==> config.mk <==
export PLATFORM = sky130hd
export DESIGN_NAME = fpa_add_slice_sequencer
export DESIGN_NICKNAME = d
export VERILOG_FILES = /design/src/rtl/fpa_add_slice_sequencer.sv
export SDC_FILE = /design/constraint.sdc
export NUM_CORES = 1
export LEC_CHECK = 0
export ABC_CLOCK_PERIOD_IN_PS = 5200
export CORE_ASPECT_RATIO = 1.25
export CORE_MARGIN = 10
export CORE_UTILIZATION = 30
export CTS_CLUSTER_DIAMETER = 150
export DETAILED_ROUTE_END_ITERATION = 7
export PLACE_DENSITY_LB_ADDON = 0.3
export SYNTH_ARGS = -nofsm -noshare
export SYNTH_HDL_FRONTEND = slang
export SYNTH_SLANG_ARGS = --single-unit
==> constraint.sdc <==
create_clock -name clk -period 5.2 [get_ports clk]
set_clock_uncertainty 0.1 [all_clocks]
set_input_delay 1.3 -clock clk [delete_from_list [all_inputs] [get_ports clk]]
set_output_delay 1.3 -clock clk [all_outputs]
set_load 0.02 [all_outputs]
==> src/rtl/fpa_add_slice_sequencer.sv <==
// ---------------------------------------------------------------------------
// fpa_add_slice_sequencer
//
// Purpose:
//   Multi-cycle wide adder controller. Takes W-bit operands over a
//   valid/ready handshake, feeds them one N-bit slice per cycle (LSB slice
//   first) to an external combinational slice adder, chains the carry using
//   the returned group propagate/generate, and presents the reassembled W-bit
//   sum on a valid/ready output.
//
// Optional feature (macro FPA_ADD_SEQ_EARLY_ACCEPT_EN):
//   Defined   : in DONE, in_ready follows out_ready so a new operation can be
//               accepted on the same edge as the output handshake
//               (one op per K+1 cycles).
//   Undefined : in_ready is low in DONE; an IDLE cycle separates operations
//               (one op per K+2 cycles).
//
// Ports:
//   clk, rst              clock, asynchronous active-high reset
//   in_valid/in_ready     operand handshake
//   in_a, in_b, in_ci     W-bit operands and carry into slice 0
//   slice_a/b/ci          current slice driven to the external slice adder
//   slice_c/cp/cg         slice sum, group propagate, group generate
//   out_valid/out_ready   result handshake
//   out_sum/co/ovf        W-bit sum, MSB carry out, signed overflow
// ---------------------------------------------------------------------------
module fpa_add_slice_sequencer #(
  parameter int W = 32,
  parameter int N = 8
) (
  input  logic         clk,
  input  logic         rst,
  input  logic         in_valid,
  output logic         in_ready,
  input  logic [W-1:0] in_a,
  input  logic [W-1:0] in_b,
  input  logic         in_ci,
  output logic [N-1:0] slice_a,
  output logic [N-1:0] slice_b,
  output logic         slice_ci,
  input  logic [N-1:0] slice_c,
  input  logic         slice_cp,
  input  logic         slice_cg,
  output logic         out_valid,
  input  logic         out_ready,
  output logic [W-1:0] out_sum,
  output logic         out_co,
  output logic         out_ovf
);

  localparam int K  = W / N;
  localparam int IW = (K > 1) ? $clog2(K) : 1;

  generate
    if ((N < 1) || (W < N) || ((W % N) != 0)) begin : g_bad_width
      $error("fpa_add_slice_sequencer: W must be a positive multiple of N");
    end
  endgenerate

  typedef enum logic [1:0] {S_IDLE, S_RUN, S_DONE} state_t;

  state_t          r_state;
  state_t          w_state_next;
  logic [IW-1:0]   r_idx;
  logic            r_carry;
  logic [W-1:0]    r_a;
  logic [W-1:0]    r_b;
  logic [W-1:0]    r_sum;
  logic            w_ready;
  logic            w_accept;
  logic            w_last;
  logic [N-1:0]    w_a_sl [K];
  logic [N-1:0]    w_b_sl [K];

  // Slice views of the registered operands, selected by the beat index.
  generate
    for (genvar gi = 0; gi < K; gi++) begin : g_slice
      assign w_a_sl[gi] = r_a[gi*N +: N];
      assign w_b_sl[gi] = r_b[gi*N +: N];
    end
  endgenerate

  assign w_last   = (r_idx == IW'(K - 1));
  // in_ready is held low for as long as rst is asserted.
  assign in_ready = w_ready & ~rst;
  assign w_accept = in_valid & in_ready;

  always_ff @(posedge clk or posedge rst) begin
    if (rst) begin
      r_state <= S_IDLE;
    end else begin
      r_state <= w_state_next;
    end
  end

  always_comb begin
    w_state_next = r_state;
    w_ready      = 1'b0;
    case (r_state)
      S_IDLE: begin
        w_ready = 1'b1;
        if (in_valid) begin
          w_state_next = S_RUN;
        end
      end
      S_RUN: begin
        if (w_last) begin
          w_state_next = S_DONE;
        end
      end
      S_DONE: begin
`ifdef FPA_ADD_SEQ_EARLY_ACCEPT_EN
        w_ready = out_ready;
        if (out_ready) begin
          w_state_next = in_valid ? S_RUN : S_IDLE;
        end
`else
        if (out_ready) begin
          w_state_next = S_IDLE;
        end
`endif
      end
      default: begin
        w_state_next = S_IDLE;
      end
    endcase
  end

  always_ff @(posedge clk or posedge rst) begin
    if (rst) begin
      r_idx   <= '0;
      r_carry <= 1'b0;
      r_a     <= '0;
      r_b     <= '0;
      r_sum   <= '0;
    end else if (w_accept) begin
      r_a     <= in_a;
      r_b     <= in_b;
      r_carry <= in_ci;
      r_idx   <= '0;
    end else if (r_state == S_RUN) begin
      for (int k = 0; k < K; k++) begin
        if (r_idx == IW'(k)) begin
          r_sum[k*N +: N] <= slice_c;
        end
      end
      // Carry into the next slice from the group propagate/generate terms.
      r_carry <= slice_cg | (slice_cp & r_carry);
      if (!w_last) begin
        r_idx <= r_idx + IW'(1);
      end
    end
  end

  always_comb begin
    slice_a  = '0;
    slice_b  = '0;
    slice_ci = 1'b0;
    if (r_state == S_RUN) begin
      slice_a  = w_a_sl[r_idx];
      slice_b  = w_b_sl[r_idx];
      slice_ci = r_carry;
    end
  end

  assign out_valid = (r_state == S_DONE);
  assign out_sum   = r_sum;
  assign out_co    = out_valid & r_carry;
  // Overflow: operands share a sign and the result sign differs from it.
  assign out_ovf   = out_valid & (r_a[W-1] == r_b[W-1]) & (r_sum[W-1] != r_a[W-1]);

endmodule

* Word-level counts from Yosys, hierarchy flattened
Index checks and enable logic that the tools add are counted.
Word-level totals: bits in registers 101, bits of input ports 79, output and inout port bits 53, word-level logic and storage cells 60
Cells by class: add/sub/neg operators 1, magnitude comparators 1, eq/ne operators 11, muxes and demuxes 19, bitwise operators 10, reductions and logical operators 9
Operators with widths (number):
- 8-bit 2-to-1 mux | 6
- 8-bit binary-select mux with 2-bit select | 2
- 3-bit AND reduction | 5
- 2-bit 2-to-1 mux | 6
- 1-bit AND | 6
- 2-bit equality test (second input constant) | 3
- 2-bit inequality test (second input constant) | 3
- 2-bit one-hot mux with 3 select lines | 1
- 2-bit by 1-bit equality test with 1-bit output (second input constant) | 2
- 2-bit logical NOT | 2
- 1-bit 2-to-1 mux | 4
- 3-bit >= comparator (second input constant) | 1
- 2-bit NOT with 3-bit output | 1
- 2-bit by 1-bit adder with 2-bit output (second input constant) | 1
- 2-bit by 1-bit inequality test with 1-bit output (second input constant) | 1
- 1-bit NOT | 2
- 2-bit AND reduction | 1
- 2-bit nonzero test | 1
- 1-bit equality test | 1
- 1-bit inequality test | 1
- 1-bit bitwise OR | 1

* Longest topological paths before layout
Gate-level depths: netlist (run 1).
word-level depth 6, depth in mapped cells 6, depth with buffers taken out 4

* Worst setup path before layout (run 1)
Ideal clock, no wire load.
path type input to output, start input port rst, end output port in_ready, arrival 1755 ps, required time 3800 ps, path slack 2045 ps, stages 1, path buffers 0, cells stage by stage nor3_1
On the way: word-level cells in the longest chain between the ends 2
Ends and longest elaborated chain:
- start: declaration | RTL line 32 | input logic rst,
- 1-bit NOT | RTL line 85 | assign in_ready = w_ready & ~rst;
- 1-bit AND | RTL line 85
- end: declaration | RTL line 34 | output logic in_ready,
Every way passes these cells.

* Final worst setup path (run 1)
Ends and elaborated chain as after synthesis.

==> reports/metrics.csv, run 1 <==
metric,value,unit
outcome,completed,
layout.nets,495,
worstSkewPairLatency,0.34,ns
vias,2782,
cts.sinks,101,
ant_nets,0,
vdd_drop_max,0.324,mV
critPathMaxFanout,3,
use_met3,4.56,%
diodes,0,
cts.clk_slew.worst_paths,0.07,ns
setup_viol,0,
core,14400,sq um
sw_frac_of_total,34.9,%
root_buffer,clkbuf_16,
met2_usage,19.6,%
min_period_over_period,77.5,%
tightestPinTransition,1.03,ns
cap_violations,0,
p_seq_share,35.1,%
vias_per_cell,4.68,
port_buffers,131,
slew_headroom,31.4,%
ys_ff_latch,101,
die-area,20000,sq um
ys_dominant_reg_cell,dfrtp_1,
endpoint_kind,output pin,
cp-start-kind,input pin,
ctsHoldBuffers,0,
syn_inst,280,
dpl.hpwl,7.90,mm
drc,0,
synth_edf_count,0,
routed_wl,11.2,mm
slew_violations,0,
htreeDepth,3,
cp.arrival,2.63,ns
drive_gt1_share,28.8,%
hold_viol,0,
combPwrFrac,48.6,%
hold_path_class,reg -> reg,
internal-power,2630,uW
start_util,30.6,%
die_x,128,um
die_h,156,um
p_leak,0.00250,uW
period_needed,4.03,ns
avgSynthCellArea,15.7,sq um
num_rows,49,
switching_power,1410,uW
hold_slack,0.388,ns
cts_tree,built,
met1_usage,12.7,%
grt_pass1_vias,3282,
final_util,42.8,%
tns,0,ns
avgRoutedWirePerCell,18.9,um
finalWorstSetupSlack,1.17,ns
yosysWarnings,0,
path_class,in -> out,
clk_path_buf_depth,2,
dp_slack,1.17,ns
cts_buffers,9,
grt_max_degree,84,
p_clk_share,16.3,%
first_pass_iters,4,
grtUsageTotal,11.6,%
worst-endpoint-required,3.80,ns
syn-num-nets,363,
post_cts_buffers,0,
rsz0062_at_grt,no,
busiest_layer,met2,
seqCellArea,2530,sq um
powerDensity,655,nW/um^2
fillCellCount,1332,
antenna_found_initial,0,
ys_async_sr_fraction,100,%
num_io_pins,132,
drt_iter0_drc,70,
overflow,0,
multi_input_area,1770,sq um
grt_pass1_wl,18.1,mm
synthToLayoutAreaGrowth,39.9,%
netlist_area,4410,sq um
ys_seq_area_share,57.3,%
cts_resized,0,
ys_types,25,
max_clock_freq,0.248,GHz
gp_congestion,0.737,
## stage by stage
| step | power [uW] | area (sq um) | instances |
|---|---|---|---|
| 3_5_place_dp | 3440 | 5880 | 579 |
| 4_1_cts | 4120 | 6170 | 595 |
| 5_1_grt | 4310 | 6170 | 595 |
| 3_3_place_gp | 3390 | 5880 | 579 |
| 6_report | 4040 | 6170 | 595 |
| 2_1_floorplan | 2610 | 4410 | 280 |
## placed cells by master (no fill, tap or decap), types with 2 or more instances in the layout
cell type,instances
clkbuf_16,9
nand2_1,5
inv_6,2
nand2b_1,2
clkdlybuf4s50_1,131
o21ai_0,3
dfrtp_1,101
clkinvlp_4,2
mux4_2,16
mux2_1,16
ha_1,4
inv_1,4
buf_4,4
inv_8,2
and2_1,18
mux2_2,80
a21oi_1,4
nor2_1,3
## flip-flops by register name, summed over array words and instances, names as in the netlist
| name | cells |
|---|---|
| out_sum | 32 |
| r_a | 32 |
| r_b | 32 |
| r_carry | 1 |
| r_idx | 2 |
| r_state | 2 |
## cell usage after synthesis, types with 2 or more instances
cell type / number / area share, %
buf_2: 4 / 0.45
dfrtp_1: 101 / 57
nand2_1: 5 / 0.43
buf_6: 3 / 0.77
ha_1: 4 / 1.1
buf_4: 5 / 0.85
o21ai_0: 3 / 0.34
a21oi_1: 4 / 0.45
inv_1: 5 / 0.43
mux4_2: 16 / 8.2
mux2_1: 16 / 4.1
and2_1: 18 / 2.6
nor2b_1: 2 / 0.28
mux2_2: 80 / 20
nor2_1: 3 / 0.26
nand2b_1: 2 / 0.28
## logic make-up (layout without fill, tap and decap cells)
group	Yosys count	after routing	share of synthesized area, %
fa+ha+maj	4	4	1.14
xor+xnor	1	1	0.199
buf+inv	19	156	2.67
compound gates	7	7	0.795
mux	113	113	32.9
simple gates	35	35	4.94
flops	101	101	57.3
## power by group through the flow
stage                     Combinational (uW)  Clock [uW]  Sequential, uW
after floorplan                         1100           0            1510
after global placement                  1980           0            1410
after detailed placement                2000           0            1430
after CTS                               2010         682            1420
after global routing                    2110         720            1480
final                                   1960         660            1420
## final timing paths
path | cells after the start | from | slack [ns] | endpoint
worst max-delay path | 3 | rst | 1.17 | in_ready
worst min-delay path | 1 | r_a[26]$_DFFE_PP0P_ | 0.39 | r_a[26]$_DFFE_PP0P_
worst max register to register | 3 | r_state[0]$_DFFE_PP0P_ | 2.67 | out_sum[28]$_DFFE_PP0P_
worst min register to register | 1 | r_a[26]$_DFFE_PP0P_ | 0.39 | r_a[26]$_DFFE_PP0P_
max in group asynchronous | 3 | rst | 2.60 | out_sum[18]$_DFFE_PP0P_
min in group asynchronous | 2 | rst | 1.57 | r_state[1]$_DFFE_PP0P_
## layout make-up
cell class / count / share of cell area (%)
Clock inverter: 7 / 1.03
Multi-Input combinational cell: 160 / 28.6
Timing Repair Buffer: 135 / 21.7
Inverter: 5 / 0.345
Clock buffer: 9 / 3.65
Tap cell: 178 / 3.61
Sequential cell: 101 / 41.0
## layer usage
metal	up-vias	wire length (um)
met4	0	161
met1	1431	4420
li1	1264	-
met5	-	0
met3	14	845
met2	73	5800
## worst max-delay path, cell delays in order
cell	delay, ns
clkdlybuf4s50_1	0.51
nor3_1	0.18
clkdlybuf4s50_1	0.64
No activity file was read; power rests on OpenSTA's default activity.
==> inputs of run 2 (changes only) <==
- ABC_CLOCK_PERIOD_IN_PS: 5200 -> 3700
- clock period: 5.2 -> 3.7 ns (I/O delays scaled with it)
==> run 2 against run 1 <==
Effect of this change: critical path depth rose by 1; non-clock buffer count rose by 4; combinational power rose by 44%; die area did not move; critical endpoint is now slice_b[7]; register-to-register slack got worse by 1.1 ns; first-iteration DRC count rose by 21%; total power rose by 43%; hold slack got worse by 0.0016 ns; global-route usage fell by 0.30 points; via count fell by 0.43%; flip-flop and latch count did not move; wire length fell by 1.4%.
==> reports/metrics.csv, run 2 (synthesis gave the netlist of run 1 again) <==
metric,value,unit,change
outcome,completed,,
overflow,0,,unchanged
met2_usage,19.2,%,-0.49 points
busiest_layer,met2,,
die_x,128,um,unchanged
holdPathStages,1,,unchanged
routed_wl,11.1,mm,-1.4%
min_to,r_b[3]$_DFFE_PP0P_,,
max_clock_freq,0.296,GHz,
min_period_over_period,91.3,%,
seqCellArea,2530,sq um,unchanged
start_util,30.6,%,unchanged
port_buffers,131,,unchanged
antenna_found_initial,0,,unchanged
critPathMaxFanout,13,,+10
worst-endpoint-required,2.67,ns,-1.13 ns
cts.clk_slew.worst_paths,0.07,ns,about the same
fillCellCount,1336,,+0.30%
gp_congestion,0.726,,-1.5%
drt_iter0_drc,85,,+21%
synthToLayoutAreaGrowth,41.8,%,
post_cts_buffers,0,,unchanged
p_leak,0.00255,uW,+1.7%
num_io_pins,132,,unchanged
period_needed,3.38,ns,
dp_cells,583,,+0.69%
vias,2770,,-0.43%
tightestPinTransition,0.521,ns,-0.507 ns
clk_path_buf_depth,2,,unchanged
met1_usage,12.2,%,-0.41 points
crit_chain,nor2b_2 > buf_4 > and2_1 > clkdlybuf4s50_1,,
vdd_drop_max,0.519,mV,+60%
ant_nets,0,,unchanged
path_class,reg -> out,,
core,14400,sq um,unchanged
setup_viol,0,,unchanged
cts_resized,0,,unchanged
layout_common_cells,"131 x clkdlybuf4s50_1, 101 x dfrtp_1, 80 x mux2_2",,
htreeDepth,3,,unchanged
avgRoutedWirePerCell,18.5,um,-2.1%
hold_path_class,reg -> reg,,
slew_headroom,65.2,%,+34 points
drive_gt1_share,29.5,%,+0.68 points
multi_input_area,1770,sq um,unchanged
cp-start-kind,flop,,
powerDensity,922,nW/um^2,+41%
ctsHoldBuffers,0,,unchanged
rsz0062_at_grt,no,,
die-area,20000,sq um,unchanged
hp-start,r_b[3]$_DFFE_PP0P_,,
slew_violations,0,,unchanged
r2r_start,r_state[0]$_DFFE_PP0P_,,
grt_pass1_wl,17.5,mm,-2.9%
drc,0,,unchanged
cp.arrival,2.35,ns,-0.28 ns
rr_worst_depth,4,,+1
grtUsageTotal,11.3,%,-0.30 points
grt_max_degree,52,,-38%
r2r-end,out_sum[27]$_DFFE_PP0P_,,
first_pass_iters,4,,unchanged
diodes,0,,unchanged
use_met3,5.27,%,+0.71 points
cts.sinks,101,,unchanged
root_buffer,clkbuf_16,,
grt_pass1_vias,3230,,-1.6%
layout.nets,499,,+0.81%
worstSkewPairLatency,0.34,ns,about the same
num_rows,49,,unchanged
mostFrequentLayoutCell,clkdlybuf4s50_1,,
tns,0,ns,unchanged
instances_no_fill,599,,+0.67%
cap_violations,0,,unchanged
dpl.hpwl,8.14,mm,+3.0%
cpMaxStageDelayCell,clkdlybuf4s50_1,,
die_h,156,um,unchanged
endpoint_kind,output pin,,
hold_viol,0,,unchanged
regToRegSetupSlack,1.53,ns,-1.14 ns
crit_path_max_incr_delay,0.61,ns,-0.03 ns
vias_per_cell,4.62,,-1.1%
cts_buffers,9,,unchanged
cts_tree,built,,
## run 2: critical path, delay by kind of cell (launching register included)
kind | cells | cell delay, ns
buf+inv | 2 | 0.90
simple gates | 2 | 0.61
flops | 1 | 0.49
## run 2: stage by stage
| step | power, uW | instance area (sq um) | hold slack [ns] | utilization [%] | worst slack (ns) |
|---|---|---|---|---|---|
| after CTS | 5880 | 6250 | 0.391 | 43.4 | 0.256 |
| after global routing | 6150 | 6250 | 0.403 | 43.4 | 0.156 |
| after global placement | 4820 | 5950 | 0.367 | 41.3 | 0.416 |
| final | 5760 | 6250 | 0.386 | 43.4 | 0.323 |
| after floorplan | 3670 | 4410 | 0.353 | - | 0.0279 |
| after detailed placement | 4880 | 5950 | 0.374 | 41.3 | 0.427 |
## run 2: final cells by class
class / instances / share of cell area, %
clock buffers: 9 / 3.60
well taps: 178 / 3.56
repair buffers: 139 / 22.5
inverters: 5 / 0.340
multi-input cells: 160 / 28.2
flip-flops and latches: 101 / 40.4
clock inverters: 7 / 1.28
## run 2: worst max path at each step
| stage | cells after the start | start | slack (ns) | endpoint |
|---|---|---|---|---|
| 2_1_floorplan | 1 | rst | 0.03 | out_sum[0]$_DFFE_PP0P_ |
| 3_3_place_gp | 3 | rst | 0.42 | in_ready |
| 3_5_place_dp | 3 | rst | 0.43 | in_ready |
| 4_1_cts | 4 | r_state[0]$_DFFE_PP0P_ | 0.26 | slice_b[7] |
| 5_1_grt | 4 | r_state[0]$_DFFE_PP0P_ | 0.16 | slice_b[5] |
| 6_report | 4 | r_state[0]$_DFFE_PP0P_ | 0.32 | slice_b[7] |
## run 2: power breakdown
| part | internal [uW] | switching, uW |
|---|---|---|
| clock | 534 | 429 |
| sequential | 1670 | 314 |
| combinational | 1590 | 1220 |
## run 2: per-layer routing
layer  up-vias  wire length, um
li1       1274                -
met2        76             5700
met3        10              916
met5         -                0
met1      1410             4320
met4         0              127
==> inputs of run 3 (changes only) <==
- CORE_UTILIZATION: 30 -> 42
==> run 3 against run 2 <==
Effect of this change: combinational power hardly changed; setup slack improved by 0.066 ns; final area shrank 0.52%; sequential power hardly changed; count of clock-buffer cells in the layout stayed put; flip-flop and latch count unchanged; global-route usage up 3.0 points; final cell count fell by 8.5%; maximum frequency rose by 2.0%; utilization is 18 points higher; clock power up 12%; non-clock buffer count fell by 2; largest cell class unchanged; largest power group unchanged.
==> reports/metrics.csv, run 3 (synthesis gave the netlist of run 1 again) <==
metric,value,unit,change
busiest_layer,met2,,
p_clk_share,18.4,%,+1.7 points
crit_path_end,slice_a[1],,
path_depth,4,,unchanged
hold_viol,0,,unchanged
path_class,reg -> out,,
switching_power,1940,uW,-1.3%
hold_path_class,reg -> reg,,
routed_wl,10.6,mm,-4.1%
cts_resized,0,,unchanged
setup_viol,0,,unchanged
num_io_pins,132,,unchanged
rr_worst_depth,5,,+1
mostFrequentLayoutCell,clkdlybuf4s50_1,,
r2r_start,r_idx[1]$_DFFE_PP0P_,,
p_seq_share,33.9,%,-0.5 points
ant_nets,0,,unchanged
p_leak,0.00255,uW,+0.31%
cp_num_buf_inv,2,,unchanged
cp-start-kind,flop,,
worst-endpoint-required,2.67,ns,about the same
cap_violations,0,,unchanged
post_cts_buffers,0,,unchanged
synthToLayoutAreaGrowth,41.1,%,
core,10200,sq um,-30%
crit_family,buffers and inverters,,
cpMaxStageDelayCell,clkdlybuf4s50_1,,
dpl.hpwl,7.75,mm,-4.8%
crit_path_start,r_idx[0]$_DFFE_PP0P_,,
tightestPinTransition,0.770,ns,+0.248 ns
cp.arrival,2.29,ns,-0.06 ns
cts_buffers,9,,unchanged
ctsHoldBuffers,0,,unchanged
sw_frac_of_total,33.0,%,-1.0 points
slew_headroom,48.7,%,-17 points
cts.sinks,101,,unchanged
grtUsageTotal,14.3,%,+3.0 points
powerDensity,943,nW/um^2,+2.3%
die_x,112,um,-13%
vias,2752,,-0.65%
final_util,61.2,%,+18 points
gp_congestion,0.735,,+1.3%
port_buffers,131,,unchanged
htreeDepth,3,,unchanged
overflow,0,,unchanged
drt_iter0_drc,48,,-44%
crit_chain,buf_12 > mux4_2 > and2_1 > clkdlybuf4s50_1,,
fillCellCount,845,,-37%
r2r-end,out_sum[14]$_DFFE_PP0P_,,
cts_tree,built,,
slew_violations,0,,unchanged
min_period_over_period,89.5,%,-1.8 points
worstSkewPairLatency,0.34,ns,about the same
layout_common_cells,"131 x clkdlybuf4s50_1, 101 x dfrtp_1, 80 x mux2_2",,
vias_per_cell,5.02,,+8.6%
regToRegSetupSlack,1.77,ns,+0.24 ns
die-area,15000,sq um,-25%
met1_usage,15.3,%,+3.1 points
tns,0,ns,unchanged
endpoint_kind,output pin,,
max_clock_freq,0.302,GHz,+2.0%
num_rows,41,,-16%
grt_pass1_wl,17.2,mm,-1.8%
rsz0062_at_grt,no,,
die_h,135,um,-13%
root_buffer,clkbuf_16,,
grt_pass1_vias,3260,,+0.93%
first_pass_iters,4,,unchanged
drive_gt1_share,29.1,%,-0.34 points
layout.nets,497,,-0.40%
antenna_found_initial,0,,unchanged
drc,0,,unchanged
avgRoutedWirePerCell,19.4,um,+4.8%
combPwrFrac,47.7,%,-1.1 points
critPathMaxFanout,16,,+3
diodes,0,,unchanged
internal-power,3930,uW,+3.4%
use_met3,6.60,%,+1.3 points
start_util,43.4,%,+13 points
vdd_drop_max,0.515,mV,-0.83%
cts.clk_slew.worst_paths,0.07,ns,about the same
period_needed,3.31,ns,-0.0658 ns
grt_max_degree,69,,+33%
clk_path_buf_depth,2,,unchanged
outcome,completed,,
crit_path_max_incr_delay,0.55,ns,-0.06 ns
met2_usage,24.7,%,+5.5 points
==> run 3: how the worst min path moves through the flow <==
stage	slack, ns	start	cells past startpoint	to
global placement	0.37	r_a[25]$_DFFE_PP0P_	1	r_a[25]$_DFFE_PP0P_
floorplan	0.35	r_a[24]$_DFFE_PP0P_	1	r_a[24]$_DFFE_PP0P_
global route	0.41	r_b[4]$_DFFE_PP0P_	1	r_b[4]$_DFFE_PP0P_
CTS	0.39	r_b[5]$_DFFE_PP0P_	1	r_b[5]$_DFFE_PP0P_
finish	0.38	r_b[5]$_DFFE_PP0P_	1	r_b[5]$_DFFE_PP0P_
detailed placement	0.37	r_b[5]$_DFFE_PP0P_	1	r_b[5]$_DFFE_PP0P_
==> run 3: layer usage <==
metal / part of all wire, % / wire [um]
met5: 0 / 0
met4: 1.0 / 108
met3: 8.0 / 853
met2: 51 / 5410
met1: 40 / 4230
==> run 3: area by class of cell <==
cell class,count,area [sq um],share of cell area [%]
Sequential cell,101,2530,40.6
Multi-Input combinational cell,160,1770,28.4
Clock inverter,7,124,1.99
Inverter,5,21.3,0.342
Tap cell,129,161,2.60
Timing Repair Buffer,137,1390,22.4
Clock buffer,9,225,3.62
==> run 3: metrics by stage <==
stage	worst slack (ns)	area (sq um)	hold WS [ns]	power [uW]	std cells
final	0.389	6220	0.385	5870	548
after global placement	0.423	5870	0.365	4780	532
after detailed placement	0.406	5870	0.374	4860	532
after floorplan	0.0279	4410	0.353	3670	280
after CTS	0.351	6220	0.389	5970	548
after global routing	0.292	6220	0.411	6230	548
==> run 3: power groups by stage <==
stage	Clock (uW)	Sequential [uW]	Combinational, uW
6_report	1080	1990	2800
2_1_floorplan	0	2120	1550
3_3_place_gp	0	1970	2800
4_1_cts	1110	1990	2870
5_1_grt	1140	2070	3020
3_5_place_dp	0	2010	2850
